--- config.mk ---
export PLATFORM = sky130hd
export DESIGN_NAME = branch_predictor_flat
export DESIGN_NICKNAME = d
export VERILOG_FILES = /design/src/rtl/branch_predictor_if.sv /design/src/rtl/branch_predictor.sv /design/src/flat_wrapper.sv
export SDC_FILE = /design/constraint.sdc
export NUM_CORES = 2
export LEC_CHECK = 0
export BUFFER_PORTS_ARGS = -buffer_cell sky130_fd_sc_hd__buf_2
export CAP_MARGIN = 10
export CELL_PAD_IN_SITES_DETAIL_PLACEMENT = 1
export CELL_PAD_IN_SITES_GLOBAL_PLACEMENT = 2
export CORE_ASPECT_RATIO = 0.75
export CORE_UTILIZATION = 45
export DETAILED_ROUTE_END_ITERATION = 8
export GPL_ROUTABILITY_DRIVEN = 0
export PLACE_DENSITY = 0.86
export SKIP_CTS_REPAIR_TIMING = 1
export SLEW_MARGIN = 10
export SYNTH_ARGS = -nofsm -noshare
export SYNTH_HDL_FRONTEND = slang
export SYNTH_SLANG_ARGS = --single-unit
export TNS_END_PERCENT = 20
--- constraint.sdc ---
create_clock -name clk -period 7.2 [get_ports clk]
set_clock_uncertainty 0.15 [all_clocks]
set_input_delay 0.36 -clock clk [delete_from_list [all_inputs] [get_ports clk]]
set_output_delay 0.36 -clock clk [all_outputs]
set_load 0.02 [all_outputs]
--- src/rtl/branch_predictor_if.sv ---
// Fetch/resolve bundle between the pipeline and the branch predictor.
// BPU_STATS_EN adds the free-running statistics counters to the bundle.
interface branch_predictor_if;
  logic [31:0] lk_pc;
  logic        pred_hit;
  logic        pred_taken;
  logic [31:0] pred_target;

  logic        upd_valid;
  logic [31:0] upd_pc;
  logic        upd_uncond;
  logic        upd_taken;
  logic [31:0] upd_target;
  logic        upd_pred_taken;
  logic [31:0] upd_pred_target;
  logic        clear;

  logic        mispredict;
  logic [31:0] redirect_pc;

`ifdef BPU_STATS_EN
  logic [31:0] stat_lookups;
  logic [31:0] stat_branches;
  logic [31:0] stat_mispredicts;
`endif

  modport master (
    output lk_pc, upd_valid, upd_pc, upd_uncond, upd_taken, upd_target,
           upd_pred_taken, upd_pred_target, clear,
    input  pred_hit, pred_taken, pred_target, mispredict, redirect_pc
`ifdef BPU_STATS_EN
   ,input  stat_lookups, stat_branches, stat_mispredicts
`endif
  );

  modport slave (
    input  lk_pc, upd_valid, upd_pc, upd_uncond, upd_taken, upd_target,
           upd_pred_taken, upd_pred_target, clear,
    output pred_hit, pred_taken, pred_target, mispredict, redirect_pc
`ifdef BPU_STATS_EN
   ,output stat_lookups, stat_branches, stat_mispredicts
`endif
  );
endinterface

--- src/rtl/branch_predictor.sv ---
// Direct-mapped BTB with saturating-counter direction prediction and mispredict detection.
// Optional BPU_STATS_EN adds lookup/branch/mispredict counters.
module branch_predictor #(
  parameter int ENTRIES = 64,
  parameter int TAG_W   = 8,
  parameter int CNT_W   = 2
) (
  input  logic              clk,
  input  logic              reset,
  branch_predictor_if.slave bp
);
  localparam int IDX_W = $clog2(ENTRIES);
  localparam logic [CNT_W-1:0] CNT_MAX  = '1;
  localparam logic [CNT_W-1:0] CNT_WEAK = CNT_W'(1) << (CNT_W - 1);

  logic [ENTRIES-1:0] valid_q;
  logic [ENTRIES-1:0] uncond_q;
  logic [CNT_W-1:0]   cnt_q    [ENTRIES];
  logic [TAG_W-1:0]   tag_q    [ENTRIES];
  logic [31:0]        target_q [ENTRIES];

  logic [IDX_W-1:0] lk_idx, u_idx;
  logic [TAG_W-1:0] lk_tag, u_tag;
  logic             lk_hit, u_hit;

  // pc[1:0] and the bits above the tag never take part in indexing.
  logic unused_pc_bits;
  assign unused_pc_bits = ^{bp.lk_pc, bp.upd_pc};

  assign lk_idx = bp.lk_pc[IDX_W+1:2];
  assign lk_tag = bp.lk_pc[IDX_W+TAG_W+1:IDX_W+2];
  assign u_idx  = bp.upd_pc[IDX_W+1:2];
  assign u_tag  = bp.upd_pc[IDX_W+TAG_W+1:IDX_W+2];

  // Lookup reads the pre-update array; a same-cycle write shows up next cycle.
  assign lk_hit         = valid_q[lk_idx] && (tag_q[lk_idx] == lk_tag);
  assign bp.pred_hit    = lk_hit;
  assign bp.pred_taken  = lk_hit && (uncond_q[lk_idx] || cnt_q[lk_idx][CNT_W-1]);
  assign bp.pred_target = bp.pred_taken ? target_q[lk_idx] : bp.lk_pc + 32'd4;

  assign bp.mispredict  = bp.upd_valid &&
                          ((bp.upd_pred_taken != bp.upd_taken) ||
                           (bp.upd_taken && (bp.upd_pred_target != bp.upd_target)));
  assign bp.redirect_pc = bp.upd_taken ? bp.upd_target : bp.upd_pc + 32'd4;

  logic             flush, hit_upd, alloc, wr_target, wr_uncond;
  logic [CNT_W-1:0] cnt_next;

  assign flush     = reset || bp.clear;
  assign u_hit     = valid_q[u_idx] && (tag_q[u_idx] == u_tag);
  assign hit_upd   = bp.upd_valid && !flush && u_hit;
  assign alloc     = bp.upd_valid && !flush && !u_hit && bp.upd_taken;
  assign wr_target = alloc || (hit_upd && (bp.upd_uncond || bp.upd_taken));
  assign wr_uncond = alloc || (hit_upd && bp.upd_uncond);

  // NOTE: every variable written in always_comb gets a default first, so no latch is inferred.
  always_comb begin
    cnt_next = cnt_q[u_idx];
    if (alloc)
      cnt_next = bp.upd_uncond ? CNT_MAX : CNT_WEAK;
    else if (bp.upd_uncond)
      cnt_next = CNT_MAX;
    else if (bp.upd_taken) begin
      if (cnt_q[u_idx] != CNT_MAX) cnt_next = cnt_q[u_idx] + CNT_W'(1);
    end else begin
      if (cnt_q[u_idx] != '0) cnt_next = cnt_q[u_idx] - CNT_W'(1);
    end
  end

  // NOTE: sequential state uses non-blocking assignments so all flops sample pre-edge values.
  always_ff @(posedge clk) begin
    if (flush) begin
      valid_q <= '0;
      for (int i = 0; i < ENTRIES; i++) cnt_q[i] <= '0;
    end else if (alloc || hit_upd) begin
      valid_q[u_idx] <= 1'b1;
      cnt_q[u_idx]   <= cnt_next;
    end
  end

  // NOTE: tag/target/uncond have no reset; a cleared valid bit makes their contents irrelevant.
  always_ff @(posedge clk) begin
    if (wr_target) target_q[u_idx] <= bp.upd_target;
    if (alloc)     tag_q[u_idx]    <= u_tag;
    if (wr_uncond) uncond_q[u_idx] <= bp.upd_uncond;
  end

`ifdef BPU_STATS_EN
  logic [31:0] lookups_q, branches_q, mispredicts_q;

  // Statistics survive clear; only reset zeroes them.
  always_ff @(posedge clk) begin
    if (reset) begin
      lookups_q     <= '0;
      branches_q    <= '0;
      mispredicts_q <= '0;
    end else begin
      if (lk_hit)        lookups_q     <= lookups_q + 32'd1;
      if (bp.upd_valid)  branches_q    <= branches_q + 32'd1;
      if (bp.mispredict) mispredicts_q <= mispredicts_q + 32'd1;
    end
  end

  assign bp.stat_lookups     = lookups_q;
  assign bp.stat_branches    = branches_q;
  assign bp.stat_mispredicts = mispredicts_q;
`endif
endmodule

--- src/flat_wrapper.sv ---
// flat-port wrapper written by rule: the top's interface ports become plain ports
module branch_predictor_flat 
#(
  parameter int ENTRIES = 64,
  parameter int TAG_W   = 8,
  parameter int CNT_W   = 2
)
  (clk, reset, bp_lk_pc, bp_upd_valid, bp_upd_pc, bp_upd_uncond, bp_upd_taken, bp_upd_target, bp_upd_pred_taken, bp_upd_pred_target, bp_clear, bp_pred_hit, bp_pred_taken, bp_pred_target, bp_mispredict, bp_redirect_pc);
  branch_predictor_if bp_i ();
  input  logic clk;
  input  logic reset;
  input wire logic [$bits(bp_i.lk_pc)-1:0] bp_lk_pc;
  input wire logic [$bits(bp_i.upd_valid)-1:0] bp_upd_valid;
  input wire logic [$bits(bp_i.upd_pc)-1:0] bp_upd_pc;
  input wire logic [$bits(bp_i.upd_uncond)-1:0] bp_upd_uncond;
  input wire logic [$bits(bp_i.upd_taken)-1:0] bp_upd_taken;
  input wire logic [$bits(bp_i.upd_target)-1:0] bp_upd_target;
  input wire logic [$bits(bp_i.upd_pred_taken)-1:0] bp_upd_pred_taken;
  input wire logic [$bits(bp_i.upd_pred_target)-1:0] bp_upd_pred_target;
  input wire logic [$bits(bp_i.clear)-1:0] bp_clear;
  output wire logic [$bits(bp_i.pred_hit)-1:0] bp_pred_hit;
  output wire logic [$bits(bp_i.pred_taken)-1:0] bp_pred_taken;
  output wire logic [$bits(bp_i.pred_target)-1:0] bp_pred_target;
  output wire logic [$bits(bp_i.mispredict)-1:0] bp_mispredict;
  output wire logic [$bits(bp_i.redirect_pc)-1:0] bp_redirect_pc;
  assign bp_i.lk_pc = bp_lk_pc;
  assign bp_i.upd_valid = bp_upd_valid;
  assign bp_i.upd_pc = bp_upd_pc;
  assign bp_i.upd_uncond = bp_upd_uncond;
  assign bp_i.upd_taken = bp_upd_taken;
  assign bp_i.upd_target = bp_upd_target;
  assign bp_i.upd_pred_taken = bp_upd_pred_taken;
  assign bp_i.upd_pred_target = bp_upd_pred_target;
  assign bp_i.clear = bp_clear;
  assign bp_pred_hit = bp_i.pred_hit;
  assign bp_pred_taken = bp_i.pred_taken;
  assign bp_pred_target = bp_i.pred_target;
  assign bp_mispredict = bp_i.mispredict;
  assign bp_redirect_pc = bp_i.redirect_pc;
  branch_predictor #(.ENTRIES(ENTRIES), .TAG_W(TAG_W), .CNT_W(CNT_W)) u_core (.clk(clk), .reset(reset), .bp(bp_i));
endmodule
* Word-level counts from Yosys, hierarchy flattened
Memories as Yosys holds them, arrays and structs flattened.
Index checks and enable logic that the tools add are counted.
** Storage, ports and cells
- Register bits after elaboration :: 128
- Bits in writable memories :: 2688
- Input bits :: 135
- Output and inout port bits :: 67
- Logic and storage cells :: 70
- Memories kept :: 3
** Memories
- u_core.target_q :: words 64, width 32, rd ports 1, clocked after Yosys merged registers in 0, wr ports 1, line branch_predictor.sv:20 : logic [31:0] target_q [ENTRIES];
- u_core.tag_q :: words 64, width 8, rd ports 2, clocked after Yosys merged registers in 0, wr ports 1, line branch_predictor.sv:19 : logic [TAG_W-1:0] tag_q [ENTRIES];
- u_core.cnt_q :: words 64, width 2, rd ports 2, clocked after Yosys merged registers in 0, wr ports 64, line branch_predictor.sv:18 : logic [CNT_W-1:0] cnt_q [ENTRIES];
** Cells by class
- Add/sub/neg operators :: 4
- $lt $le $gt $ge :: 3
- Equal/unequal tests :: 5
- Multiplexer cells :: 29
- Bitwise gates (word level) :: 1
- Reduce and logical (&&, ||, !) cells :: 23
** Operators by type and width (number)
- 32-bit by 3-bit adder with 32-bit output, second input constant :: 2
- 64-bit bitwise mux :: 1
- 32-bit 2-to-1 mux :: 2
- 64-bit OR :: 1
- 32-bit != test :: 1
- 1-bit binary-select mux with 6-bit select :: 3
- 8-bit == test :: 2
- 1-bit 2-to-1 mux :: 15
- 6-bit by 7-bit less-than comparator with 1-bit output, second input constant :: 2
- 1-bit logical AND :: 12
- 2-bit 2-to-1 mux :: 6
- 1-bit logical OR :: 7
- 1-bit demux with 6-bit select :: 1
- 6-bit by 1-bit greater-or-equal comparator with 1-bit output, second input constant :: 1
- 6-bit 2-to-1 mux :: 1
- 2-bit by 1-bit adder with 2-bit output, second input constant :: 1
- 1-bit zero test :: 2
- 2-bit != test, second input constant :: 1
- 2-bit nonzero test :: 1
- 2-bit OR reduction :: 1
- 2-bit by 1-bit subtractor with 2-bit output, second input constant :: 1
- 1-bit != test :: 1

* Logic depth before layout (Yosys ltp)
- Word-level depth :: 12
- Depth in mapped cells :: 18
- Mapped depth without buffers :: 10

* Worst setup path before layout
Ideal clock, no wire load.
- Path kind :: input-to-reg
- Start point :: in bp_upd_pc[4]
- End point :: mem u_core.target_q[47][0] (enable)
- Library setup time :: 0.502 ns
- Arrival :: 6.188 ns
- Required time :: 6.548 ns
- Slack :: 0.361 ns
- Stages :: 14
- Path buffers :: 5
- Cells stage by stage :: buf_2 buf_4 buf_2 buf_2 buf_2 mux4_2 nand2_1 nand2_1 a221oi_1 nor4b_1 xnor2_1 nor4_4 a21oi_1 nor4_1
** Between the ends
- Cells in the longest elaborated chain, start to end :: 9
- Elaborated cells on any way between the ends :: 13
- Those cells by class :: 1 x eq/ne; 4 x mux; 7 x reduce/logical; 1 x memory
** Ends and longest elaborated chain
- from (decl) :: line flat_wrapper.sv:14 : input wire logic [$bits(bp_i.upd_pc)-1:0] bp_upd_pc;
- memory read 64 x 8 bit / 1-bit binary-select mux with 6-bit select (equally long branches)
- 8-bit == test / 1-bit 2-to-1 mux (equally long branches) :: line branch_predictor.sv:50 : assign u_hit = valid_q[u_idx] && (tag_q[u_idx] == u_tag);
- 1-bit logical AND :: line branch_predictor.sv:50
- 1-bit zero test :: line branch_predictor.sv:52 : assign alloc = bp.upd_valid && !flush && !u_hit && bp.upd_taken;
- 1-bit logical AND (2 in series) :: line branch_predictor.sv:52
- 1-bit logical OR :: line branch_predictor.sv:53 : assign wr_target = alloc || (hit_upd && (bp.upd_uncond || bp.upd_taken));
- 1-bit 2-to-1 mux :: line branch_predictor.sv:83 : if (wr_target) target_q[u_idx] <= bp.upd_target;
- 1-bit 2-to-1 mux (implied by the code) :: line branch_predictor.sv:83
- to (decl) :: line branch_predictor.sv:20
Several ways; a longest one is shown, not always the timed one. The select of a mux whose other input is x is not followed.

* Final worst setup path
- Start point :: in bp_lk_pc[2]
- End point :: out bp_pred_target[1]
** Between the ends
- Cells in the longest elaborated chain, start to end :: 5
- Elaborated cells on any way between the ends :: 12
- Those cells by class :: 1 x eq/ne; 5 x mux; 3 x reduce/logical; 3 x memory
** Ends and longest elaborated chain
- from (decl) :: line flat_wrapper.sv:12 : input wire logic [$bits(bp_i.lk_pc)-1:0] bp_lk_pc;
- memory read 64 x 8 bit (tied with other cells)
- 8-bit == test (tied with other cells) :: line branch_predictor.sv:36 : assign lk_hit = valid_q[lk_idx] && (tag_q[lk_idx] == lk_tag);
- 1-bit logical AND / 1-bit logical OR (equally long branches) :: line branch_predictor.sv:36, branch_predictor.sv:38
- 1-bit logical AND :: line branch_predictor.sv:38 : assign bp.pred_taken = lk_hit && (uncond_q[lk_idx] || cnt_q[lk_idx][CNT_W-1]);
- 32-bit 2-to-1 mux * :: line branch_predictor.sv:39 : assign bp.pred_target = bp.pred_taken ? target_q[lk_idx] : bp.lk_pc + 32'd4;
- to (decl) :: line flat_wrapper.sv:23 : output wire logic [$bits(bp_i.pred_target)-1:0] bp_pred_target;
Mark *: on every way between the ends. The rest lies on a longest branch, timed or not. The select of a mux whose other input is x is not followed.

==> results.json <==
{
  "end_kind": "output pin",
  "ys.warnings.count": 0,
  "ctsHtreeMaxLevel": 5,
  "tritoncts_clock_tree": "done",
  "critical-path-slowest-cell": "sky130_fd_sc_hd__buf_12",
  "timing.rr.end": "u_core.target_q[36][16]",
  "power.static_leakage_nw": 41.92,
  "synth_edf_count": 2752,
  "netlist_area_before_placement_um2": 116600,
  "finish.instance_area_um2": 132400,
  "drtIter0Drc": 12230,
  "cellPowerDensity_nw_per_um2": 263.2,
  "reg2reg_setup_slack_ns": 1.91,
  "synthDominantAreaCellType": "sky130_fd_sc_hd__edfxtp_1",
  "die_area_um2": 261200,
  "root_buffer": "sky130_fd_sc_hd__clkbuf_16",
  "synthCells": 5975,
  "slew-limit-headroom_pct": 5.369,
  "hp-class": "primary input to register",
  "grt_setup_unrepaired": "no",
  "clk-insertion-delay-late_ns": 0.86,
  "drive_above_1_share_pct": 29.72,
  "final-setup-viol-count": 0,
  "hold_violations": 0,
  "die-height_um": 442.8,
  "timing.rr.start": "u_core.tag_q[17][3]",
  "mappedNetlistNets": 6112,
  "fp-row-count": 161,
  "setup_total_negative_slack_ns": 0,
  "timing.setup.critical_path_class": "primary input to output pin",
  "port-buffer-count": 201,
  "clockBufferDepth": 4,
  "cts.reportedPaths.clkPinSlew_ns": 0.06,
  "antenna_found_initial": 35,
  "post_layout_nonfiller_instances": 9969,
  "max-cap-violations": 0,
  "global_route.overflow_total": 0,
  "critical-path-max-stage-delay_ns": 0.65,
  "ys_seq_area_share_pct": 71.97,
  "power.ir.vdd_worst_mv": 0.2479,
  "route.antenna.remaining_nets": 0,
  "timing.critical_path.cells": "buf_8, buf_4, buf_12, buf_4, mux4_2, nor2b_1, a211oi_1, a21oi_1, mux4_2, mux2_2, buf_2",
  "detailedPlacementHpwl_um": 240500,
  "grt_start_max_net_pins": 166,
  "clock-sinks": 2816,
  "timing.hold.worst.start": "bp_upd_target[16]",
  "drtPass1Iterations": 7,
  "routed_wl_um": 379200,
  "run_status": "finished clean",
  "post_dp_cell_area_um2": 123500,
  "final.hold.worst_slack_ns": 0.01963,
  "ios": 202,
  "holdPathEnd": "u_core.target_q[54][16]",
  "worst_pin_slew_ns": 1.414,
  "postSynth.asyncResetShare_pct": 0,
  "numCtsBuffers": 280,
  "synth.area.top_cells": "sky130_fd_sc_hd__edfxtp_1 (71%), sky130_fd_sc_hd__mux4_2 (16%), sky130_fd_sc_hd__nand2_1 (1.2%), sky130_fd_sc_hd__nor2_1 (1.2%), sky130_fd_sc_hd__dfxtp_1 (1.1%)",
  "placed_cells": 9447,
  "wl_per_cell_um": 38.04,
  "ys_ff_latch": 2816,
  "max_freq_mhz": 169.1,
  "drcViolationCount": 0,
  "via_per_inst": 6.747,
  "r2r_cells": 13,
  "setup.worst_path.start_class": "primary input",
  "power_mw": 34.84,
  "floorplan.initialDensity_pct": 45.36,
  "number_of_filler_instances_in_the_final_layout": 23270,
  "timing.critical_path.from": "bp_lk_pc[2]",
  "report.final.slew_viol_count": 0,
  "horizontal_extent_of_the_die_um": 589.8,
  "grt_pass1_vias": 66700,
  "synth_cell_type_count": 74,
  "whs_path_depth": 2,
  "vias": 67260,
  "post_synthesis_mean_instance_area_um2": 19.51,
  "worst_ep_arrival_time_ns": 5.40,
  "synthFlopType": "sky130_fd_sc_hd__edfxtp_1",
  "worst-path-max-fanout": 104,
  "areaGrowthSynthToFinish_pct": 13.53,
  "design.core.area_um2": 257000,
  "grt_pass1_wl_um": 526600,
  "finalWorstPathRequiredPeriod_ns": 5.913,
  "period_share_pct": 82.13,
  "finish.net_count": 6466,
  "groute.usage.overall_pct": 28.69,
  "data_required_time_at_the_worst_endpoint_ns": 6.69,
  "yosys.area.top_type_share_pct": 70.88
}
layout make-up:
cell class,count,area [um2],area share (%)
clock inverters,140,1199,0.9055
multi-input cells,2741,31690,23.94
flip-flops and latches,2816,83920,63.39
well taps,3423,4283,3.235
clock buffers,347,7447,5.626
repair buffers,477,3752,2.835
inverters,13,56.30,0.04253
diodes,12,30.03,0.02268
critical path: cells and delay by family:
family          cells  cell delay, ns
buf+inv             5            2.48
compound gates      2            0.58
simple gates        1            0.15
mux                 3            1.51
kinds of logic (layout without fill, tap and decap cells):
logic type / after synthesis / in the layout / share of synthesized area, %
other: 0 / 12 / 0
AO/OA/AOI/OAI: 478 / 478 / 2.932
XOR/XNOR: 108 / 108 / 0.8113
adder cells (fa/ha/maj): 4 / 4 / 0.03863
AND/OR/NAND/NOR: 1080 / 1080 / 4.175
flip-flops: 2816 / 2816 / 71.97
multiplexers: 1071 / 1071 / 18.47
buffers and inverters: 418 / 977 / 1.599
stage by stage:
stage	util, %	setup slack, ns
final	51.50	1.287
after global routing	51.49	0.9452
after CTS	51.39	1.209
after detailed placement	48.03	0.9450
after global placement	48.01	0.5703
after floorplan	-	0.3606
power by group:
group          total, mW  switching [mW]  internal (mW)
clock               14.3            6.30           8.01
combinational       2.48            1.67          0.808
sequential          18.1          0.0311           18.0
total               34.8            8.00           26.8
how the worst max path moves through the flow:
stage                             endpoint
floorplan           u_core.target_q[47][0]
global placement       u_core.tag_q[11][3]
detailed placement     u_core.tag_q[24][7]
CTS                      bp_pred_target[1]
global route             bp_pred_target[1]
finish                   bp_pred_target[1]
registers in the layout, summed over array words and instances, names as in the netlist:
signal and flops:
u_core.target_q 2048, u_core.uncond_q 64, u_core.cnt_q 128, u_core.tag_q 512, u_core.valid_q 64
layer usage:
| layer | wire length, um | share of wire [%] | global-route usage (%) |
|---|---|---|---|
| met1 | 146500 | 39 | 42.19 |
| met2 | 163600 | 43 | 40.89 |
| met3 | 54500 | 14 | 8.587 |
| met4 | 14550 | 3.8 | 9.722 |
| met5 | 75 | 0.020 | 0 |
synth_stat cells, drive strengths merged (59+ instances only):
cell and n:
buf 193, edfxtp 2752, clkbuf 212, dfxtp 64
nor4 59, mux4 854, mux2 103, mux2i 114
nor3 63, nand3 99, a22oi 73, nor2 365
nand2 382, o21ai 61, a21oi 70
cells in the final DEF (no fill, tap or decap), drive strengths merged, types with 18 or more instances in the layout:
| master | n |
|---|---|
| buf | 454 |
| nand2 | 382 |
| o22ai | 51 |
| a221o | 20 |
| a211oi | 34 |
| a22o | 27 |
| a221oi | 57 |
| dfxtp | 64 |
| edfxtp | 2752 |
| xor2 | 55 |
| clkinv | 100 |
| inv | 27 |
| nor2 | 365 |
| clkbuf | 347 |
| dlygate4sd3 | 23 |
| mux2i | 114 |
| a21oi | 70 |
| xnor2 | 53 |
| a22oi | 73 |
| mux4 | 854 |
| a31oi | 21 |
| nor2b | 25 |
| nor4 | 59 |
| nand3 | 99 |
| mux2 | 103 |
| nor3 | 63 |
| o21ai | 61 |
| bufinv | 18 |
No activity file was read; power rests on OpenSTA's default activity.
